[src/rtl/datapath_ctrl_pkg.sv]
// ============================================================================
//  Module      : datapath_ctrl_pkg
//  Description : Shared types, opcodes and instruction field positions for
//                the datapath controller.
//  Revision    : 1.0  initial release
// ============================================================================
`default_nettype none

package datapath_ctrl_pkg;

    typedef enum logic [1:0] {
        ST_IDLE  = 2'd0,
        ST_EXEC  = 2'd1,
        ST_WRITE = 2'd2,
        ST_WAITF = 2'd3
    } state_t;

    typedef enum logic [1:0] {
        CLS_ALU      = 2'b00,
        CLS_LOAD     = 2'b01,
        CLS_WAITFLAG = 2'b10,
        CLS_NOP      = 2'b11
    } class_t;

    localparam logic [2:0] OP_ADD = 3'b000;
    localparam logic [2:0] OP_SUB = 3'b001;
    localparam logic [2:0] OP_AND = 3'b011;
    localparam logic [2:0] OP_MOV = 3'b100;

    localparam int c_instr_w  = 18;
    localparam int c_cls_hi   = 17;
    localparam int c_cls_lo   = 16;
    localparam int c_op_hi    = 15;
    localparam int c_op_lo    = 13;
    localparam int c_rsvd_bit = 12;
    localparam int c_wa_hi    = 11;
    localparam int c_wa_lo    = 8;
    localparam int c_raa_hi   = 7;
    localparam int c_raa_lo   = 4;
    localparam int c_rab_hi   = 3;
    localparam int c_rab_lo   = 0;

    function automatic logic op_is_legal(input logic [2:0] op);
        return (op == OP_ADD) || (op == OP_SUB) || (op == OP_AND) || (op == OP_MOV);
    endfunction

endpackage

`default_nettype wire

[src/rtl/datapath_ctrl_timer.sv]
// ============================================================================
//  Module      : flag_timer
//  Description : Counts cycles spent waiting for the datapath flag; expired
//                once the count reaches TIMEOUT.
//  Revision    : 1.0  initial release
// ============================================================================
`default_nettype none

module flag_timer #(
    parameter int TIMEOUT = 100
) (
    input  wire logic                           clk,
    input  wire logic                           rst,
    input  wire logic                           start,
    input  wire logic                           clear,
    output logic [$clog2(TIMEOUT+1)-1:0]        count,
    output logic                                expired
);

    localparam int                c_cw    = $clog2(TIMEOUT+1);
    localparam logic [c_cw-1:0]   c_limit = c_cw'(TIMEOUT);

    logic [c_cw-1:0] r_count;

    // Saturates at the limit so expired stays asserted until cleared.
    always_ff @(posedge clk or posedge rst) begin
        if (rst) begin
            r_count <= '0;
        end else if (clear) begin
            r_count <= '0;
        end else if (start && !expired) begin
            r_count <= r_count + 1'b1;
        end
    end

    assign count   = r_count;
    assign expired = (r_count == c_limit);

endmodule

`default_nettype wire

[src/rtl/datapath_ctrl.sv]
// ============================================================================
//  Module      : datapath_ctrl
//  Description : Instruction-driven controller producing datapath register
//                selects, opcode and write enable, with a flag-wait timeout.
//  Revision    : 1.0  initial release
// ============================================================================
`default_nettype none

module datapath_ctrl
    import datapath_ctrl_pkg::*;
#(
    parameter int TIMEOUT = 100
) (
    input  wire logic          clk,
    input  wire logic          rst,
    input  wire logic          instr_valid,
    input  wire logic [17:0]   instr,
    output logic               instr_ready,
    input  wire logic          Flag,
    output logic [2:0]         Op,
    output logic [3:0]         WA,
    output logic [3:0]         RAA,
    output logic [3:0]         RAB,
    output logic [3:0]         Sel,
    output logic               Wen,
    output logic               done,
    output logic               err
);

    localparam int c_cw = $clog2(TIMEOUT+1);

    state_t         r_state;
    state_t         w_next;
    logic           r_nop;
    logic           r_illegal;
    logic [2:0]     r_op;
    logic [3:0]     r_wa;
    logic [3:0]     r_raa;
    logic [3:0]     r_rab;
    logic [3:0]     r_sel;

    logic           w_accept;
    class_t         w_cls;
    logic [2:0]     w_op_f;
    logic [3:0]     w_wa_f;
    logic [3:0]     w_raa_f;
    logic [3:0]     w_rab_f;
    logic           w_wen;
    logic           w_done;
    logic           w_err;
    logic           w_tmr_expired;
    logic [c_cw-1:0] w_unused_tmr_count;
    logic           w_unused_rsvd;

    assign w_cls         = class_t'(instr[c_cls_hi:c_cls_lo]);
    assign w_op_f        = instr[c_op_hi:c_op_lo];
    assign w_wa_f        = instr[c_wa_hi:c_wa_lo];
    assign w_raa_f       = instr[c_raa_hi:c_raa_lo];
    assign w_rab_f       = instr[c_rab_hi:c_rab_lo];
    assign w_unused_rsvd = instr[c_rsvd_bit];

    assign instr_ready = (r_state == ST_IDLE) && !rst;
    assign w_accept    = instr_valid && instr_ready;

    always_ff @(posedge clk or posedge rst) begin
        if (rst) begin
            r_state <= ST_IDLE;
        end else begin
            r_state <= w_next;
        end
    end

    // Datapath controls only change on accept, so they hold through EXEC/WRITE and in IDLE.
    always_ff @(posedge clk or posedge rst) begin
        if (rst) begin
            r_nop     <= 1'b0;
            r_illegal <= 1'b0;
            r_op      <= 3'b000;
            r_wa      <= 4'd0;
            r_raa     <= 4'd0;
            r_rab     <= 4'd0;
            r_sel     <= 4'd0;
        end else if (w_accept) begin
            r_nop     <= (w_cls == CLS_NOP);
            r_illegal <= (w_cls == CLS_ALU) && !op_is_legal(w_op_f);
            r_sel     <= (w_cls == CLS_LOAD) ? w_raa_f : 4'd0;
            if ((w_cls == CLS_ALU) || (w_cls == CLS_LOAD)) begin
                r_op  <= (w_cls == CLS_LOAD) ? OP_MOV : w_op_f;
                r_wa  <= w_wa_f;
                r_raa <= w_raa_f;
                r_rab <= w_rab_f;
            end
        end
    end

    always_comb begin
        w_next = r_state;
        w_wen  = 1'b0;
        w_done = 1'b0;
        w_err  = 1'b0;
        case (r_state)
            ST_IDLE: begin
                if (w_accept) begin
                    w_next = (w_cls == CLS_WAITFLAG) ? ST_WAITF : ST_EXEC;
                end
            end
            ST_EXEC: begin
                if (r_nop) begin
                    w_done = 1'b1;
                    w_next = ST_IDLE;
                end else if (r_illegal) begin
                    w_err  = 1'b1;
                    w_next = ST_IDLE;
                end else begin
                    w_next = ST_WRITE;
                end
            end
            ST_WRITE: begin
                w_wen  = 1'b1;
                w_done = 1'b1;
                w_next = ST_IDLE;
            end
            ST_WAITF: begin
                // Flag takes priority over a simultaneous timeout.
                if (Flag) begin
                    w_done = 1'b1;
                    w_next = ST_IDLE;
                end else if (w_tmr_expired) begin
                    w_err  = 1'b1;
                    w_next = ST_IDLE;
                end
            end
            default: begin
                w_next = ST_IDLE;
            end
        endcase
    end

    flag_timer #(
        .TIMEOUT (TIMEOUT)
    ) u_flag_timer (
        .clk     (clk),
        .rst     (rst),
        .start   (r_state == ST_WAITF),
        .clear   (r_state != ST_WAITF),
        .count   (w_unused_tmr_count),
        .expired (w_tmr_expired)
    );

    assign Op   = r_op;
    assign WA   = r_wa;
    assign RAA  = r_raa;
    assign RAB  = r_rab;
    assign Sel  = r_sel;
    assign Wen  = w_wen;
    assign done = w_done;
    assign err  = w_err;

endmodule

`default_nettype wire
[config.mk]
export PLATFORM = sky130hd
export DESIGN_NAME = datapath_ctrl
export DESIGN_NICKNAME = d
export VERILOG_FILES = /design/src/rtl/datapath_ctrl_pkg.sv /design/src/rtl/datapath_ctrl_timer.sv /design/src/rtl/datapath_ctrl.sv
export SDC_FILE = /design/constraint.sdc
export NUM_CORES = 1
export LEC_CHECK = 0
export CAP_MARGIN = 20
export CORE_UTILIZATION = 49
export DETAILED_ROUTE_END_ITERATION = 10
export PLACE_DENSITY = 0.95
export SYNTH_ARGS = -nofsm -noshare
export SYNTH_HDL_FRONTEND = slang
export SYNTH_SLANG_ARGS = --single-unit
[constraint.sdc]
create_clock -name clk -period 4.8 [get_ports clk]
set_clock_uncertainty 0.1 [all_clocks]
set_input_delay 0.96 -clock clk [delete_from_list [all_inputs] [get_ports clk]]
set_output_delay 0.96 -clock clk [all_outputs]
set_load 0.005 [all_outputs]
After elaboration in Yosys (flattened, before gate mapping):

Index checks and enable logic that the tools add are counted.

* bits in registers: 30
* input port bits: 22
* output and inout bits: 23
* word-level logic and storage cells: 60

* add/subtract/negate cells: 1
* equal/unequal tests: 13
* muxes and demuxes: 20
* reductions and logical operators: 17

Operator list (count)
* $mux 7: 2
* $mux 2: 6
* $eq 2x2->1 const B: 4
* $pmux 2 s4: 1
* $add 7x1->7 const B: 1
* $eq 7x7->1 const B: 1
* $mux 1: 7
* $eq 2x1->1 const B: 2
* $logic_and 1x1->1: 4
* $logic_not 2->1: 2
* $logic_or 1x1->1: 4
* $mux 4: 1
* $ne 2x2->1 const B: 2
* $reduce_and 2->1: 2
* $eq 3x1->1 const B: 1
* $eq 3x2->1 const B: 1
* $eq 3x3->1 const B: 1
* $logic_not 1->1: 3
* $logic_not 3->1: 1
* $mux 3: 1
* $ne 3x3->1 const B: 1
* $pmux 1 s3: 1
* $pmux 1 s2: 1
* $reduce_bool 2->1: 1

Logic depth before layout (Yosys ltp):

* word-level depth: 6
* depth in mapped cells: 5
* gate-level depth less buffers: 5

Hierarchy:

From an unflattened synthesis, not the netlist that was laid out.

* cell total of the unflattened synthesis: 131
* area, all modules: 1477.7 um^2

By module, submodules not included
* datapath_ctrl: instances 1, cells an instance 87, area each 1059.8 um^2
* flag_timer: instances 1, cells an instance 44, area each 417.9 um^2

Worst setup path before layout:

No wires, ideal clock.

* path type: input -> output
* from: input Flag
* to: output err
* data arrival time: 1.394 ns
* required time: 3.740 ns
* path slack: 2.346 ns
* stages: 2
* buffers on the path: 0
* cell sequence: nor4b_1 o21a_1

* cells in the longest elaborated chain, start to end: 2

RTL lines
* start, declared: RTL line datapath_ctrl.sv:19 `input wire logic Flag,`
* $mux 1: RTL line datapath_ctrl.sv:125 `if (Flag) begin`
* $pmux 1 s2: RTL line datapath_ctrl.sv:101 `case (r_state)`
* end, declared: RTL line datapath_ctrl.sv:27 `output logic err`

Every way passes these cells.

Worst setup path after layout:

Ends and elaborated chain as after synthesis.

==> impl_table.tex <==
\begin{tabular}{lr}
\hline
Metric & Value \\
\hline
\multicolumn{2}{l}{\textbf{Route}} \\
Routed wirelength normalized by instance count & 16.4 um \\
Routed via count & 1128 \\
Avg Vias per Cell & 5.56 \\
Count of routing violations after the opening detailed-route iteration & 32 \\
Antenna violation net count after detailed routing & 0 \\
Final Routed Wirelength & 3330 um \\
Remaining DRCs & 0 \\
First drt pass iteration count & 4 \\
\multicolumn{2}{l}{\textbf{Yosys}} \\
Yosys warning total & 0 \\
Total standard cell area after synthesis & 0.00144 sq mm \\
Sequential fraction of the synthesis area & 52.3\% \\
Average size of a mapped cell & 11.4 sq um \\
Synth Net Count & 150 \\
Synthesized netlist cell count & 126 \\
Synthesis-stage register bit count & 30 \\
Distinct cell type count of the synthesized netlist & 34 \\
\multicolumn{2}{l}{\textbf{Timing}} \\
Final Hold Vio Count & 0 \\
RSZ-0062 raised after global routing & false \\
Portion of the clock cycle consumed by the worst path in the final layout & 72.0\% \\
Transition time of the tightest slew-check pin & 0.488 ns \\
Number of setup violations in the final report & 0 \\
Max-slew headroom & 67.0\% \\
Final slew viol count & 0 \\
Summed negative setup slack over all endpoints & 0 ns \\
Fmax & 289 MHz \\
Time the worst path needs with I/O delays and setup & 3.45 ns \\
\multicolumn{2}{l}{\textbf{Cells and area}} \\
Layout overhead on the synthesized area & 35.4\% \\
Diodes inserted & 0 \\
Layout net count & 195 \\
Final Core Density & 70.5\% \\
Top library cells by usage in the layout, fill and taps aside & 43 x sky130\_fd\_sc\_hd\_\_clkdlybuf4s50\_1, 30 x sky130\_fd\_sc\_hd\_\_dfrtp\_1, 16 x sky130\_fd\_sc\_hd\_\_nand2\_1 \\
Leading cell type in the layout, fill and taps excluded & sky130\_fd\_sc\_hd\_\_clkdlybuf4s50\_1 \\
Filler Cell Count & 195 \\
Proportion of layout cells with a drive suffix above 1 & 13.4\% \\
\multicolumn{2}{l}{\textbf{Setup path}} \\
Max Fanout on Critical Path & 3 \\
Launching point of the worst reg2reg path & r\_state[0] \\
Element type at the critical path end & output port \\
Reg-to-reg slack, setup & 2.57 ns \\
Capturing element of the worst setup path & err \\
Arrival time at the worst endpoint & 2.39 ns \\
Critical path launch point & Flag \\
Element type at the critical path start & primary input \\
WP data required & 3.74 ns \\
Number of cells on the worst reg-to-reg path & 3 \\
Worst Path Class, Setup & primary input to output port \\
Worst r2r dst & RAA[0] \\
\multicolumn{2}{l}{\textbf{CTS}} \\
Clock slew at reported path FFs & 0.09 ns \\
Num CTS Buffers & 5 \\
Number of cells upsized or downsized after cts & 0 \\
Maximum root-to-sink buffer count & 2 \\
Sink count of the clock tree & 30 \\
Number of post-CTS setup repair buffers & 0 \\
TritonCTS clock tree & yes \\
H-tree level count & 2 \\
Insertion delay to the later sink of the worst-skew pair & 0.33 ns \\
Quantity of hold-fixing buffers added after cts & 0 \\
CTS Root Buffer Type & sky130\_fd\_sc\_hd\_\_clkbuf\_4 \\
\multicolumn{2}{l}{\textbf{Placement}} \\
Post-DP HPWL & 2340 um \\
Final weighted congestion in routability-driven placement & 0.783 \\
Count of input and output buffers & 43 \\
\multicolumn{2}{l}{\textbf{Run status}} \\
Run status & finished clean \\
\multicolumn{2}{l}{\textbf{Pwr}} \\
Leakage power total & 0.816 nW \\
Power per cell area & 371 mW/mm\^{}2 \\
Maximum vdd ir drop & 0.260 mV \\
Post-layout power & 0.000720 W \\
\multicolumn{2}{l}{\textbf{Die}} \\
Width of the die & 56.1 um \\
Initial Utilization & 52.0\% \\
Die Span Y & 56.1 um \\
Standard-cell row count & 19 \\
Placeable Area & 0.00276 sq mm \\
Die area & 0.00315 sq mm \\
Top Ports & 45 \\
\multicolumn{2}{l}{\textbf{GRT}} \\
Global-route usage over all layers & 22.7\% \\
Pin count of the biggest net entering global routing & 31 \\
Antenna violations before repair & 0 \\
Aggregate global routing overflow & 0 \\
Wire length of the first global-routing pass & 5420 um \\
Number of global-route vias before repair & 1137 \\
\multicolumn{2}{l}{\textbf{Job}} \\
Max Cap Viol & 0 \\
\multicolumn{2}{l}{\textbf{Hold path}} \\
Min-Delay Path Class & register to register \\
\hline
\end{tabular}
layout make-up:
| type | count | area (sq um) | area share, % |
|---|---|---|---|
| Clock inverter | 1 | 5.00 | 0.258 |
| Timing Repair Buffer | 44 | 458 | 23.6 |
| Inverter | 5 | 18.8 | 0.966 |
| Sequential cell | 30 | 751 | 38.6 |
| Multi-Input combinational cell | 85 | 617 | 31.7 |
| Tap cell | 31 | 38.8 | 2.00 |
| Clock buffer | 7 | 55.1 | 2.83 |
sequential cells by signal, indices dropped and copies added, names as in the netlist:
| name | flops |
|---|---|
| u_flag_timer.count | 7 |
| RAA | 4 |
| RAB | 4 |
| Sel | 4 |
| WA | 4 |
| Op | 3 |
| r_state | 2 |
| r_illegal | 1 |
| r_nop | 1 |
cell families (layout without fill, tap and decap cells):
family                     after synthesis  count (layout)  synth area share, %
DFF                                     30              30                 52.3
AOI/OAI and AO/OA                       26              26                 11.4
xor gates and xnor gates                 1               1                0.610
muxes                                   13              13                 12.7
buffers and inverters                   11              57                 4.71
and+or+nand+nor                         43              43                 16.5
adders and majority gates                2               2                 1.74
power by group:
part	leakage (nW)	internal [W]	switching (W)	total, W
Combinational	0.395	0.000155	0.0000656	0.000220
Clock	0.0353	0.0000710	0.0000903	0.000161
Sequential	0.386	0.000303	0.0000355	0.000339
stage by stage:
step / setup slack, ns / instances / area, sq um / hold WS, ns
floorplan: 2.35 / 126 / 1440 / 0.364
global placement: 1.39 / 194 / 1860 / 0.366
detailed placement: 1.32 / 194 / 1860 / 0.374
CTS: 1.31 / 202 / 1920 / 0.395
global route: 1.29 / 203 / 1940 / 0.430
finish: 1.35 / 203 / 1940 / 0.398
worst min path at each step:
stage,startpoint,slack [ns],depth (start not counted),end
detailed placement,Sel[0],0.37,2,Sel[0]
finish,Sel[0],0.40,2,Sel[0]
global route,RAA[1],0.43,1,RAA[1]
global placement,Sel[1],0.37,2,Sel[1]
floorplan,r_illegal,0.36,2,r_illegal
CTS,Sel[0],0.40,2,Sel[0]
cell usage after synthesis (all sizes together):
library cell / count / area share (%)
nor3b: 2 / 1.0
inv: 5 / 1.3
dfrtp: 30 / 52
a31oi: 1 / 0.44
xor2: 1 / 0.61
mux2: 12 / 12
o31ai: 2 / 1.0
clkbuf: 2 / 0.52
o21ai: 12 / 4.2
nand4bb: 1 / 0.78
mux2i: 1 / 0.70
ha: 2 / 1.7
buf: 4 / 2.9
o41ai: 3 / 2.4
o211ai: 1 / 0.52
nor3: 3 / 1.0
nand2: 16 / 4.2
or3: 3 / 1.3
a211o: 1 / 0.61
and2: 1 / 0.44
nor2: 6 / 2.1
nand3: 4 / 1.4
nor4bb: 1 / 0.70
or4b: 1 / 0.96
nand4: 1 / 0.44
nor2b: 2 / 0.87
nor4b: 2 / 1.2
o21a: 1 / 0.52
a21oi: 5 / 1.7
routing by layer:
metal / routed length [um] / part of all wire, % / vias to the layer above / GRT usage (%)
li1: - / - / 539 / -
met1: 1390 / 42 / 530 / 27.8
met2: 1700 / 51 / 52 / 38.9
met3: 189 / 5.7 / 7 / 5.35
met4: 53 / 1.6 / 0 / 8.01
met5: 0 / 0 / - / 0
worst max-delay path, cell delays in order:
cell,delay [ns]
sky130_fd_sc_hd__clkdlybuf4s50_1,0.45
sky130_fd_sc_hd__nor4b_1,0.32
sky130_fd_sc_hd__o21a_1,0.17
sky130_fd_sc_hd__clkdlybuf4s50_1,0.49
Power figures use the tool's default switching activity.
